`src/rtl/game_event_sched_pkg.sv`:
```
// Shared types and defaults for the game event scheduler and its arbiters.
package game_pkg;

  typedef enum logic [1:0] {
    ST_IDLE = 2'd0,
    ST_PLAY = 2'd1,
    ST_OVER = 2'd2
  } game_state_e;

  localparam int HP_MAX_DEF      = 5;
  localparam int BONUS_STEP_DEF  = 10;
  localparam int BONUS_LIMIT_DEF = 30;
  localparam int HP_W            = 3;
  localparam int LED_W           = 5;

  // Thermometer fill from the MSB: the first life lights the leftmost LED.
  function automatic logic [LED_W-1:0] hp_to_led(input logic [HP_W-1:0] hp);
    logic [LED_W-1:0] led;
    led = '0;
    for (int i = 0; i < LED_W; i++) begin
      if (i < int'(hp)) led[LED_W-1-i] = 1'b1;
    end
    return led;
  endfunction

endpackage

```
`src/rtl/game_event_sched_if.sv`:
```
// Request/ack and status bundle between the event sources and the scheduler.
interface game_event_sched_if
  import game_pkg::*;
#(
  parameter int NUM_ENY = 4,
  parameter int SCORE_W = 7
);
  logic               game_en;
  logic               hit_req;
  logic               hit_ack;
  logic [NUM_ENY-1:0] kill_req;
  logic [NUM_ENY-1:0] kill_ack;
  logic [HP_W-1:0]    hp_value;
  logic [SCORE_W-1:0] score;
  logic [LED_W-1:0]   hp_led;
  logic               game_over;
  logic [1:0]         state;

  modport master (
    output game_en, hit_req, kill_req,
    input  hit_ack, kill_ack, hp_value, score, hp_led, game_over, state
  );

  modport slave (
    input  game_en, hit_req, kill_req,
    output hit_ack, kill_ack, hp_value, score, hp_led, game_over, state
  );
endinterface

```
`src/rtl/game_event_sched_rr_arbiter.sv`:
```
// Round-robin arbiter with request mask; the pointer only advances when the
// caller actually consumes the grant.
module rr_arbiter #(
  parameter int N = 4
) (
  input  logic         clk,
  input  logic         rst_n,
  input  logic [N-1:0] req_i,
  input  logic [N-1:0] mask_i,
  input  logic         advance_i,
  output logic [N-1:0] grant_o,
  output logic         valid_o
);
  localparam int PW = (N > 1) ? $clog2(N) : 1;

  logic [PW-1:0] ptr_q, ptr_d;
  logic [PW-1:0] idx;
  logic [N-1:0]  eligible;
  logic          found;

  assign eligible = req_i & ~mask_i;
  assign valid_o  = |eligible;

  // NOTE: every variable written here gets a default first, so no path can
  // leave one unassigned and infer a latch.
  always_comb begin
    grant_o = '0;
    ptr_d   = ptr_q;
    found   = 1'b0;
    idx     = '0;
    for (int k = 0; k < N; k++) begin
      idx = PW'((int'(ptr_q) + k) % N);
      if (!found && eligible[idx]) begin
        found        = 1'b1;
        grant_o[idx] = 1'b1;
        ptr_d        = PW'((int'(idx) + 1) % N);
      end
    end
  end

  // NOTE: sequential state uses non-blocking assignments so every register
  // samples its inputs from before the clock edge.
  always_ff @(posedge clk or negedge rst_n) begin
    if (!rst_n)                   ptr_q <= '0;
    else if (advance_i && found)  ptr_q <= ptr_d;
  end

endmodule

```
`src/rtl/game_event_sched.sv`:
```
// Game event scheduler: serialises hit and kill requests through one update
// path and owns HP, score, bonus milestones and the IDLE/PLAY/OVER state.
module game_event_sched
  import game_pkg::*;
#(
  parameter int HP_MAX      = HP_MAX_DEF,
  parameter int NUM_ENY     = 4,
  parameter int SCORE_W     = 7,
  parameter int BONUS_STEP  = BONUS_STEP_DEF,
  parameter int BONUS_LIMIT = BONUS_LIMIT_DEF
) (
  input logic               clk,
  input logic               rst_n,
  game_event_sched_if.slave bus
);

  game_state_e        state_q, state_d;
  logic [HP_W-1:0]    hp_q, hp_d;
  logic [SCORE_W-1:0] score_q, score_d;
  logic [SCORE_W-1:0] bonus_q, bonus_d;
  logic [LED_W-1:0]   led_q, led_d;
  logic               over_q;
  logic               hit_ack_q, hit_ack_d;
  logic [NUM_ENY-1:0] kill_ack_q, kill_ack_d;
  logic [NUM_ENY-1:0] kill_grant;
  logic               kill_valid;
  logic               grant_en, hit_take, kill_take;

  // Starting a game or leaving PLAY takes the whole edge; pending requests
  // wait one cycle. An ack still high masks its own requester.
  assign grant_en  = !((state_q == ST_IDLE && bus.game_en) ||
                       (state_q == ST_PLAY && !bus.game_en));
  assign hit_take  = grant_en && bus.hit_req && !hit_ack_q;
  assign kill_take = grant_en && !hit_take && kill_valid;

  rr_arbiter #(.N(NUM_ENY)) u_arb (
    .clk       (clk),
    .rst_n     (rst_n),
    .req_i     (bus.kill_req),
    .mask_i    (kill_ack_q),
    .advance_i (kill_take),
    .grant_o   (kill_grant),
    .valid_o   (kill_valid)
  );

  always_comb begin
    state_d    = state_q;
    hp_d       = hp_q;
    score_d    = score_q;
    bonus_d    = bonus_q;
    hit_ack_d  = hit_take;
    kill_ack_d = kill_take ? kill_grant : '0;
    unique case (state_q)
      ST_IDLE: begin
        if (bus.game_en) begin
          state_d = ST_PLAY;
          hp_d    = HP_W'(HP_MAX);
          score_d = '0;
          bonus_d = SCORE_W'(BONUS_STEP);
        end
      end
      ST_PLAY: begin
        if (!bus.game_en) begin
          state_d = ST_IDLE;
        end else if (hit_take) begin
          if (hp_q != '0)             hp_d    = hp_q - 1'b1;
          if (hp_q <= HP_W'(1))       state_d = ST_OVER;
        end else if (kill_take) begin
          score_d = (&score_q) ? score_q : score_q + 1'b1;
          // A milestone is spent even when HP is already full.
          if (score_d == bonus_q && bonus_q <= SCORE_W'(BONUS_LIMIT)) begin
            hp_d    = (hp_q >= HP_W'(HP_MAX)) ? hp_q : hp_q + 1'b1;
            bonus_d = bonus_q + SCORE_W'(BONUS_STEP);
          end
        end
      end
      ST_OVER: begin
        if (!bus.game_en) state_d = ST_IDLE;
      end
      default: state_d = ST_IDLE;
    endcase
    led_d = hp_to_led(hp_d);
  end

  always_ff @(posedge clk or negedge rst_n) begin
    if (!rst_n) begin
      state_q    <= ST_IDLE;
      hp_q       <= HP_W'(HP_MAX);
      score_q    <= '0;
      bonus_q    <= SCORE_W'(BONUS_STEP);
      led_q      <= hp_to_led(HP_W'(HP_MAX));
      over_q     <= 1'b0;
      hit_ack_q  <= 1'b0;
      kill_ack_q <= '0;
    end else begin
      state_q    <= state_d;
      hp_q       <= hp_d;
      score_q    <= score_d;
      bonus_q    <= bonus_d;
      led_q      <= led_d;
      over_q     <= (state_d == ST_OVER);
      hit_ack_q  <= hit_ack_d;
      kill_ack_q <= kill_ack_d;
    end
  end

  assign bus.hit_ack   = hit_ack_q;
  assign bus.kill_ack  = kill_ack_q;
  assign bus.hp_value  = hp_q;
  assign bus.score     = score_q;
  assign bus.hp_led    = led_q;
  assign bus.game_over = over_q;
  assign bus.state     = state_q;

endmodule

```
`src/flat_wrapper.sv`:
```
// flat-port wrapper written by rule: the top's interface ports become plain ports
module game_event_sched_flat import game_pkg::*;
#(
  parameter int HP_MAX      = HP_MAX_DEF,
  parameter int NUM_ENY     = 4,
  parameter int SCORE_W     = 7,
  parameter int BONUS_STEP  = BONUS_STEP_DEF,
  parameter int BONUS_LIMIT = BONUS_LIMIT_DEF
)
  (clk, rst_n, bus_game_en, bus_hit_req, bus_kill_req, bus_hit_ack, bus_kill_ack, bus_hp_value, bus_score, bus_hp_led, bus_game_over, bus_state);
  game_event_sched_if #(.NUM_ENY(NUM_ENY), .SCORE_W(SCORE_W)) bus_i ();
  input logic clk;
  input logic rst_n;
  input wire logic [$bits(bus_i.game_en)-1:0] bus_game_en;
  input wire logic [$bits(bus_i.hit_req)-1:0] bus_hit_req;
  input wire logic [$bits(bus_i.kill_req)-1:0] bus_kill_req;
  output wire logic [$bits(bus_i.hit_ack)-1:0] bus_hit_ack;
  output wire logic [$bits(bus_i.kill_ack)-1:0] bus_kill_ack;
  output wire logic [$bits(bus_i.hp_value)-1:0] bus_hp_value;
  output wire logic [$bits(bus_i.score)-1:0] bus_score;
  output wire logic [$bits(bus_i.hp_led)-1:0] bus_hp_led;
  output wire logic [$bits(bus_i.game_over)-1:0] bus_game_over;
  output wire logic [$bits(bus_i.state)-1:0] bus_state;
  assign bus_i.game_en = bus_game_en;
  assign bus_i.hit_req = bus_hit_req;
  assign bus_i.kill_req = bus_kill_req;
  assign bus_hit_ack = bus_i.hit_ack;
  assign bus_kill_ack = bus_i.kill_ack;
  assign bus_hp_value = bus_i.hp_value;
  assign bus_score = bus_i.score;
  assign bus_hp_led = bus_i.hp_led;
  assign bus_game_over = bus_i.game_over;
  assign bus_state = bus_i.state;
  game_event_sched #(.HP_MAX(HP_MAX), .NUM_ENY(NUM_ENY), .SCORE_W(SCORE_W), .BONUS_STEP(BONUS_STEP), .BONUS_LIMIT(BONUS_LIMIT)) u_core (.clk(clk), .rst_n(rst_n), .bus(bus_i));
endmodule
```
`config.mk`:
```
export PLATFORM = sky130hd
export DESIGN_NAME = game_event_sched_flat
export DESIGN_NICKNAME = d
export VERILOG_FILES = /design/src/rtl/game_event_sched_pkg.sv /design/src/rtl/game_event_sched_if.sv /design/src/rtl/game_event_sched_rr_arbiter.sv /design/src/rtl/game_event_sched.sv /design/src/flat_wrapper.sv
export SDC_FILE = /design/constraint.sdc
export NUM_CORES = 1
export LEC_CHECK = 0
export CORE_UTILIZATION = 59
export DETAILED_ROUTE_END_ITERATION = 8
export PLACE_DENSITY = 0.82
export SLEW_MARGIN = 20
export SYNTH_ARGS = -nofsm -noshare
export SYNTH_HDL_FRONTEND = slang
export SYNTH_HIERARCHICAL = 1
export SYNTH_SLANG_ARGS = --single-unit
```
`constraint.sdc`:
```
create_clock -name clk -period 3.55 [get_ports clk]
set_input_delay 0.71 -clock clk [delete_from_list [all_inputs] [get_ports clk]]
set_output_delay 0.71 -clock clk [all_outputs]
set_load 0.02 [all_outputs]
```
==> metrics.md, run 1 <==
| Metric | Value |
|---|---|
| Final ANT Viol Nets | `0` |
| Max_cap viols | `0` |
| Library cells used by synthesis | `54` |
| Die boundary width | `63.8 um` |
| Routed WL per cell | `between 10 and 15 um` |
| Post-synthesis net count | `275` |
| Dpl cells | `roughly 330` |
| N_diodes | `0` |
| Compound-Gate Fraction of Synth Area | `0.170` |
| Post-detail-place hpwl | `3550 um` |
| Net Sw Frac | `0.439` |
| Slew margin rel. | `0.635` |
| Reg power frac | `0.317` |
| Sequential cell area | `between 700 and 800 sq um` |
| Multi-input gate area | `1380 sq um` |
| Post-CTS Setup Inserts | `0` |
| I/O pins | `31` |
| Least-Margin Pin Slew | `548 ps` |
| Layout Skew | `between 2 and 3 ps` |
| Post-route minimum period | `between 2000 and 3000 ps` |
| Placement Setup Slack | `approximately 670 ps` |
| RePlAce Congestion | `around 0.9` |
| Via density | `5.87` |
| Avg Inst Size Synth | `between 8 and 9 sq um` |
| Vias in the first global route | `between 1500 and 2000` |
| Seq cells post-synth | `30` |
| Placed instance area | `about 2600 sq um` |
| Worst reg-to-reg setup slack | `880 ps` |
| Post_cts resized | `0` |
| Internal | `1.12 mW` |
| First-pass DRT Iterations | `5` |
| Crit share post-route | `0.760` |
| CP endpoint kind | `flip-flop` |
| VDD IR-drop max | `~0.50 mV` |
| Gate Count Post-Synth | `between 200 and 300` |
| Post-Syn Area | `between 2000 and 2500 sq um` |
| CP max stage delay | `approximately 460 ps` |
| Outcome | `finished clean` |
| Combinational family with the most area after synthesis | `simple AND/OR/NAND/NOR gates` |
| RSZ-0062 raised after global routing | `no` |
| Fin Setup TNS | `0 ps` |
| Fill cells | `approximately 270` |
| Slowest CP cell | `clkdlybuf4s50_1` |
| Peak Freq | `0.371 GHz` |
| CTS Sinks | `30` |
| Comb power frac | `0.545` |
| Slew Limit Fails | `0` |
| Worst setup margin | `about 850 ps` |
| Post-Synth Adder-Cell Area | `0.0776` |
| Fin area | `2660 sq um` |
| Core Region | `3660 sq um` |
| Layout overhead on the synthesized area | `17.7%` |
| Worst min path class | `in -> async` |
| Total wire length | `slightly below 5000 um` |
| Data arrival time of the critical path | `roughly 2800 ps` |
| Post-Layout Cell Count | `roughly 340` |
| TritonCTS Buffers | `5` |
| Chip height | `~64 um` |
| Final Hold Viols | `0` |
| FF-to-FF End | `u_core/bus.hp_led[4]` |
| Crit path kind | `in -> reg` |
| Antenna violations before repair | `0` |
| Crit path buf inv count | `2` |
| Asr flop ratio synth | `1.00` |
| Post-synth EDFFs | `0` |
| Largest net degree at the start of global routing | `25` |
| Pwr per Cell Area | `between 700 and 800 nW/um^2` |
| Mux contribution to synthesized area | `0.0516` |
| YS warnings | `6` |
| Synth Area in XOR/XNOR | `0.0427` |
| Buffers on Ports | `30` |
| Simple-gate share of the synthesized area | `0.268` |
| Synth Flop Type | `dfrtp_1` |
| Top delay family on crit path | `simple AND/OR/NAND/NOR gates` |
| Sw power | `between 0.8 and 0.9 mW` |
| Residual DRC | `0` |
| Clock-pin slew on the worst setup and hold paths | `roughly 60 ps` |
| Crit Reg-Reg Startpoint | `u_core/bus.score[1]` |
| First-pass GRT wire length | `around 8400 um` |
| Crit Path Max Fanout | `6` |
| Iter 0 DRT Violations | `262` |
| Clock Tree Buf Depth | `2` |
| Worst Setup Start Kind | `input port` |
| Hold bufs inserted after CTS | `0` |
| CTS tree | `done` |
| Leakage | `around 1.2 nW` |
| Clk Latency, worst-skew pair | `about 280 ps` |
| R2R cell count | `8` |
| Nets | `~300` |
| H-tree Lvls | `2` |
| Setup violations, final | `0` |
| Post-synthesis sequential area ratio | `0.337` |
| Die Area | `around 4000 sq um` |
| Clock share of power | `0.138` |
| Worst-path cell chain | `clkdlybuf4s50_1 -> or2b_1 -> nand4_1 -> nor3b_1 -> buf_4 -> nand2_1 -> nor4b_1 -> a211oi_1` |
| Initial core utilization | `0.616` |
| CTS Root Cell | `clkbuf_8` |
| Row count | `22` |
| Layout cell share with drive strength beyond 1 | `0.132` |
| CP Data Required Time | `between 3000 and 4000 ps` |
| Vias | `around 2000` |
| Gr usage total | `0.265` |
| GRT Residual Overflow | `0` |
==> worst max path at each step <==
stage / startpoint / slack (ps) / cells past startpoint / to
6_report: bus_kill_req[1] / 850 / 8 / u_core/u_arb/ptr_q[1]
5_1_grt: bus_kill_req[1] / 700 / 8 / u_core/u_arb/ptr_q[1]
4_1_cts: u_core/bus.score[1] / 910 / 8 / u_core/bus.hp_led[4]
3_5_place_dp: bus_kill_req[1] / 670 / 8 / u_core/u_arb/ptr_q[1]
3_3_place_gp: bus_kill_req[1] / 690 / 8 / u_core/bus.hp_led[2]
2_1_floorplan: u_core/bus.score[1] / 1120 / 9 / u_core/bus.hp_led[4]
==> layer usage <==
metal / routed length [um] / GRT usage
met3: 285 / 0.0643
met2: 2320 / 0.408
met4: 46 / 0.108
met1: 2180 / 0.357
met5: 0 / 0
==> Yosys cell counts (3+ instances only) <==
cell       n  area, sq um
dfstp_2    8          210
nor3_1     6         30.0
nor2b_1    4         25.0
o211ai_1   4         30.0
nand2_1   40          150
mux2i_1    6         60.1
and2_1     9         56.3
buf_6      3         33.8
nor2_1    18         67.6
or2b_1     3         22.5
inv_1     10         37.5
xor2_1     6         52.6
xnor2_1    5         43.8
a21oi_1   14         70.1
dfrtp_1   22          551
ha_1      14          175
nand4_1    3         18.8
o21ai_0   14         70.1
a222oi_1   4         40.0
nand3_1   11         55.1
==> through the flow <==
step	utilization	hold WS, ps	power, mW
detailed placement	0.702	510	1.71
global route	0.725	446	2.14
CTS	0.727	525	2.00
global placement	0.702	503	1.68
finish	0.725	415	2.00
floorplan	-	414	1.39
==> cells in the final DEF (no fill, tap or decap), types with 3 or more instances in the layout <==
cell type	Yosys	routed
nor2_1	18	18
buf_4	1	4
dfrtp_1	22	22
clkbuf_8	2	6
xnor2_1	5	5
o211ai_1	4	4
nor2b_1	4	4
and2_1	9	9
nand4_1	3	3
o21ai_0	14	14
nand3_1	11	11
inv_1	10	10
xor2_1	6	6
nor3_1	6	6
clkdlybuf4s50_1	0	29
mux2i_1	6	6
dfstp_2	8	8
a222oi_1	4	4
or2b_1	3	3
a21oi_1	14	14
ha_1	14	14
nand2_1	40	40
==> power by group through the flow <==
| stage | clock network [mW] | logic, mW | registers (mW) |
|---|---|---|---|
| detailed placement | 0 | 1.07 | 0.635 |
| floorplan | 0 | 0.721 | 0.674 |
| global route | 0.298 | 1.20 | 0.648 |
| CTS | 0.288 | 1.08 | 0.630 |
| global placement | 0 | 1.05 | 0.632 |
| finish | 0.276 | 1.09 | 0.632 |
==> cells by family (layout without fill, tap and decap cells) <==
group | count (synthesis) | after routing
compound gates | 54 | 54
flops | 30 | 30
fa+ha+maj | 14 | 14
simple gates | 116 | 116
xor+xnor | 11 | 11
buf+inv | 19 | 53
mux | 9 | 9
==> flip-flops by register name, summed over array words and instances (netlist names), 2 cells and up <==
register and flops:
u_core/bus.score 7, u_core/bus.hp_led 5, u_core/bonus_q 6, u_core/u_arb/ptr_q 2, u_core/bus.kill_ack 4, u_core/bus.state 2, u_core/bus.hp_value 2
==> final cells by class <==
type | instances | area share
clock buffers | 7 | 0.0325
clock inverters | 1 | 0.00189
inverters | 11 | 0.0156
multi-input cells | 204 | 0.518
flip-flops and latches | 30 | 0.287
well taps | 48 | 0.0226
repair buffers | 34 | 0.123
Power figures use the tool's default switching activity.
==> run 2, diff against run 1 <==
Settings changed: CORE_UTILIZATION 59 to 50, PLACE_DENSITY 0.82 to 0.74.
Clock period 3.55 ns to 2.3 ns, I/O delays scaled along.
==> run 2 against run 1 <==
  * The flow now finishes with violations (setup timing)
  * Setup slack got worse by 960 ps
  * Clock power increased by 58%
  * Routed wire length increased by 19%
  * Total power increased by 75%
  * Via count increased by 11%
  * Sequential power increased by 48%
  * Count of clock-buffer cells in the layout unchanged
  * Critical path type is now reg -> reg
  * Critical endpoint is now u_core/bus.hp_led[3]
==> metrics.md, run 2 (synthesized netlist as in run 1, its figures left out) <==
| Metric | Value |
|---|---|
| Leakage | `roughly 1.4 nW` |
| Crit path kind | `reg -> reg` |
| First-pass GRT wire length | `between 9000 and 10000 um` |
| Clock Tree Buf Depth | `2` |
| CTS Root Cell | `clkbuf_8` |
| Final ANT Viol Nets | `0` |
| Data arrival time of the critical path | `2600 ps` |
| Multi-input gate area | `around 1500 sq um` |
| Post-Layout Cell Count | `377` |
| Pwr per Cell Area | `about 1100 nW/um^2` |
| Setup violations, final | `12` |
| CTS Sinks | `30` |
| Initial core utilization | `0.518` |
| Slew Limit Fails | `0` |
| Chip height | `roughly 70 um` |
| Antenna violations before repair | `0` |
| Core Region | `4350 sq um` |
| GRT Residual Overflow | `0` |
| Fill cells | `approximately 340` |
| Crit Path Max Fanout | `6` |
| Worst min path class | `reg -> reg` |
| Die Area | `roughly 4800 sq um` |
| Largest net degree at the start of global routing | `31` |
| Vias | `roughly 2200` |
| Iter 0 DRT Violations | `around 270` |
| Residual DRC | `0` |
| Clock-pin slew on the worst setup and hold paths | `60 ps` |
| Worst setup margin | `-111 ps` |
| Peak Freq | `0.415 GHz` |
| RePlAce Congestion | `a little over 0.9` |
| CP endpoint kind | `flip-flop` |
| Slew margin rel. | `0.714` |
| Row count | `24` |
| Post-route minimum period | `2410 ps` |
| Worst Setup Start Kind | `flip-flop` |
| Final core occ | `0.707` |
| Routed WL per cell | `15.2 um` |
| Commonest cells after routing, fill and taps aside | `39 x buf_4, 38 x nand2_1, 30 x clkdlybuf4s50_1` |
| H-tree Lvls | `2` |
| Clk Latency, worst-skew pair | `roughly 280 ps` |
| Dpl cells | `about 370` |
| Failing checks | `setup timing` |
| Via density | `a little under 6` |
| Vias in the first global route | `2167` |
| Final Hold Viols | `0` |
| N_diodes | `0` |
| Layout overhead on the synthesized area | `36.5%` |
| I/O pins | `31` |
| RSZ-0062 raised after global routing | `yes` |
| First-pass DRT Iterations | `5` |
| Max_cap viols | `0` |
| TritonCTS Buffers | `5` |
| CTS tree | `done` |
| Gr usage total | `0.249` |
| Largest register FFs | `7` |
| Total wire length | `~5700 um` |
| Nets | `approximately 350` |
| Die boundary width | `between 60 and 70 um` |
| CP Data Required Time | `about 2500 ps` |
| Layout cell share with drive strength beyond 1 | `0.289` |
| VDD IR-drop max | `0.612 mV` |
| Commonest non-fill, non-tap cell in the layout | `buf_4` |
| Buffers on Ports | `30` |
| Crit share post-route | `1.05` |
| Sequential cell area | `766 sq um` |
| Least-Margin Pin Slew | `between 400 and 500 ps` |
| Post-detail-place hpwl | `between 4000 and 5000 um` |
| Layout Skew | `roughly 5.6 ps` |
| Outcome | `complete, but fails checks` |
[run 2: layout make-up]
type                       count  share of cell area
multi-input combinational    204               0.483
sequential                    30               0.249
timing repair buffer          72               0.204
clock buffer                   7              0.0280
tap                           52              0.0211
inverter                      11              0.0142
clock inverter                 1             0.00163
[run 2: what timing repair did]
action | in CTS | in global routing
setup buffers | 0 | 2
endpoints found under the setup margin | 6 | 16
pin swaps | 1 | 17
resized for setup | 0 | 28
hold buffers | 0 | 0
[run 2: worst paths after layout]
check | startpoint | to | slack [ps] | cells after the start
hold reg to reg | u_core/bonus_q[3] | u_core/bonus_q[3] | 550 | 2
min in group asynchronous | rst_n | u_core/bus.hp_value[1] | 560 | 2
setup reg to reg | u_core/bus.score[0] | u_core/bus.hp_led[3] | -110 | 10
setup / recovery | u_core/bus.score[0] | u_core/bus.hp_led[3] | -110 | 10
max in group asynchronous | rst_n | u_core/bonus_q[1] | 1410 | 2
hold / removal | u_core/bonus_q[3] | u_core/bonus_q[3] | 550 | 2
[run 2: critical path, stage by stage, from the launching register on]
cell	delay, ps
dfrtp_2	390
buf_6	130
nor4b_2	220
o21ai_1	120
a2111o_1	390
a2111oi_4	290
buf_4	190
and3_4	190
nand3_2	60
o211ai_1	210
nand2_1	130
[run 2: metal layers]
| layer | routed length [um] | vias to the layer above | GRT usage |
|---|---|---|---|
| met5 | 0 | - | 0 |
| met4 | 87 | 0 | 0.0907 |
| met3 | 332 | 13 | 0.0494 |
| met2 | 2870 | 93 | 0.425 |
| met1 | 2450 | 1035 | 0.311 |
| li1 | - | 1038 | - |
[run 2: stage by stage]
step                      worst slack (ps)  hold slack, ps  setup TNS (ps)  cell area (sq um)  total power [mW]
final                                 -111             547            -861               3080              3.50
after detailed placement              -200             498           -1680               2860              2.88
after global placement                -126             493            -861               2860              2.84
after floorplan                      -32.3             164           -88.8               2280              2.18
after CTS                            -41.4             544            -131               2960              3.35
after global routing                  -205             587           -1990               3080              3.74
[run 2: where the power goes]
part	leakage (nW)	internal, mW	switching, mW
Combinational	0.953	1.01	1.11
Sequential	0.371	0.741	0.196
Clock	0.0482	0.241	0.196
Total	1.37	1.99	1.50
==> run 3, diff against run 2 <==
==> constraint.sdc (replaced) <==
create_clock -name clk -period 2.3 [get_ports clk]
set_input_delay 0.23 -clock clk [delete_from_list [all_inputs] [get_ports clk]]
set_output_delay 0.23 -clock clk [all_outputs]
set_load 0.02 [all_outputs]
==> run 3 against run 2 <==
  * Critical path depth is 3 lower
  * Flip-flop and latch count stayed put
  * Critical endpoint is now u_core/bus.hp_led[4]
  * The flow still finishes with violations (setup timing)
  * Count of clock-buffer cells in the layout is 1 lower
  * Fmax is 1.9% lower
  * Sequential share of layout area is 1.4 points higher
  * First-iteration DRC count is 23% lower
  * Utilization is 3.6 points lower
  * Cell area is 5.1% lower
  * Die area stayed put
==> metrics.md, run 3 (synthesized netlist as in run 1, its figures left out) <==
| Metric | Value |
|---|---|
| Outcome | `complete, but fails checks` |
| Failing checks | `setup timing` |
| VDD IR-drop max | `between 0.7 and 0.8 mV` |
| Crit Reg-Reg Startpoint | `u_core/bus.score[6]` |
| Leakage | `roughly 1.3 nW` |
| Layout cell share with drive strength beyond 1 | `0.246` |
| H-tree Lvls | `2` |
| Worst Setup Start Kind | `flip-flop` |
| First-pass GRT wire length | `about 9300 um` |
| Residual DRC | `0` |
| Vias in the first global route | `slightly above 2000` |
| Commonest non-fill, non-tap cell in the layout | `nand2_1` |
| Least-Margin Pin Slew | `around 470 ps` |
| Antenna violations before repair | `0` |
| Total wire length | `5550 um` |
| RePlAce Congestion | `between 0.9 and 1` |
| Routed length on met3 | `263 um` |
| Initial core utilization | `0.518` |
| Final ANT Viol Nets | `0` |
| Met1 Wirelength | `2490 um` |
| Via density | `around 5.8` |
| Crit Path Max Fanout | `5` |
| I/O pins | `31` |
| R2R cell count | `7` |
| Buffers on Ports | `30` |
| Worst min path class | `in -> async` |
| CP Data Required Time | `2500 ps` |
| Final Hold Viols | `0` |
| Nets | `330` |
| Slew margin rel. | `0.687` |
| Core Region | `between 4000 and 5000 sq um` |
| Largest register FFs | `7` |
| Data arrival time of the critical path | `around 2700 ps` |
| Placement Setup Slack | `-120 ps` |
| Worst setup margin | `-157 ps` |
| Worst reg-to-reg setup slack | `-160 ps` |
| RSZ-0062 raised after global routing | `yes` |
| Slew Limit Fails | `0` |
| Final hold slack | `around 330 ps` |
| Pwr per Cell Area | `1160 nW/um^2` |
| FF-to-FF End | `u_core/bus.hp_led[4]` |
| Clk Latency, worst-skew pair | `about 300 ps` |
| Die Area | `between 4000 and 5000 sq um` |
| Routed WL per cell | `15.4 um` |
| N_diodes | `0` |
| Clock Tree Buf Depth | `2` |
| Post-detail-place hpwl | `approximately 4000 um` |
| Chip height | `69.2 um` |
| Layout Skew | `around 14 ps` |
| Layout overhead on the synthesized area | `29.5%` |
| Max_cap viols | `0` |
| Top routing layer used | `met4` |
| Clock-pin slew on the worst setup and hold paths | `around 70 ps` |
| Setup violations, final | `12` |
| Vias | `around 2100` |
| Iter 0 DRT Violations | `210` |
| CP endpoint kind | `flip-flop` |
| Row count | `24` |
| Gr usage total | `0.243` |
| CTS Root Cell | `clkbuf_8` |
| Routed met2 length | `~2700 um` |
| Commonest cells after routing, fill and taps aside | `38 x nand2_1, 30 x clkdlybuf4s50_1, 25 x buf_4` |
| TritonCTS Buffers | `5` |
| CTS Sinks | `30` |
| Crit path kind | `reg -> reg` |
| Crit share post-route | `1.07` |
| GRT Residual Overflow | `0` |
| Largest net degree at the start of global routing | `31` |
| Fill cells | `between 300 and 400` |
| Die boundary width | `69.2 um` |
| Post-route minimum period | `roughly 2500 ps` |
| First-pass DRT Iterations | `4` |
| Peak Freq | `just over 0.4 GHz` |
| CTS tree | `done` |
[run 3: cell types whose count changed in the layout (fill, tap and decap cells not counted), moves of 2 or more]
| cell | change |
|---|---|
| buf_6 | -2 |
| buf_4 | -14 |
| dfrtp_1 | -2 |
| dfrtp_2 | +2 |
[run 3: worst max-delay path by stage]
stage,end,slack (ps),start
CTS,u_core/bus.hp_led[2],-90,u_core/bonus_q[6]
detailed placement,u_core/bus.hp_led[2],-120,u_core/bus.score[0]
global route,u_core/bus.hp_led[4],-310,u_core/bus.score[6]
finish,u_core/bus.hp_led[4],-160,u_core/bus.score[6]
global placement,u_core/bus.hp_led[4],-10,u_core/bus.score[0]
floorplan,u_core/bus.hp_led[4],-30,u_core/bus.score[0]
[run 3: power by group]
group	internal (mW)	switching [mW]	leakage, nW
Sequential	0.740	0.192	0.367
Combinational	0.930	1.07	0.858
Clock	0.240	0.211	0.0472
[run 3: repair_timing]
action | in CTS | in global routing
pin swaps | 7 | 4
hold buffers | 0 | 0
cloned | 0 | 0
setup buffers | 6 | 3
endpoints found under the setup margin | 10 | 13
resized for setup | 11 | 9
[run 3: through the flow]
stage	power, mW	TNS [ps]	utilization	area (sq um)	instances
2_1_floorplan	2.18	-88.8	-	2280	253
3_3_place_gp	2.70	-27.0	0.618	2690	344
3_5_place_dp	2.76	-534	0.618	2690	344
4_1_cts	3.30	-419	0.660	2870	358
5_1_grt	3.62	-2960	0.671	2920	361
6_report	3.39	-1310	0.671	2920	361
[run 3: layout make-up]
type / count / area [sq um] / area share
well taps: 52 / 65.1 / 0.0223
repair buffers: 56 / 499 / 0.171
multi-input cells: 204 / 1450 / 0.497
inverters: 11 / 41.3 / 0.0141
clock buffers: 6 / 82.6 / 0.0283
flip-flops and latches: 30 / 768 / 0.263
clock inverters: 2 / 12.5 / 0.00428
[run 3: routing by layer]
metal | global-route usage | up-vias
met5 | 0 | -
met4 | 0.104 | 0
met3 | 0.0436 | 14
met2 | 0.405 | 61
met1 | 0.309 | 992
li1 | - | 1015
[run 3: worst max-delay path, cell delays in order, from the launching register on]
cell and delay [ps]:
dfrtp_2 430, nor4b_4 300, o21ai_1 110, a2111o_1 400
a2111oi_4 450, nand3_1 180, o211ai_1 380, nand3_1 120
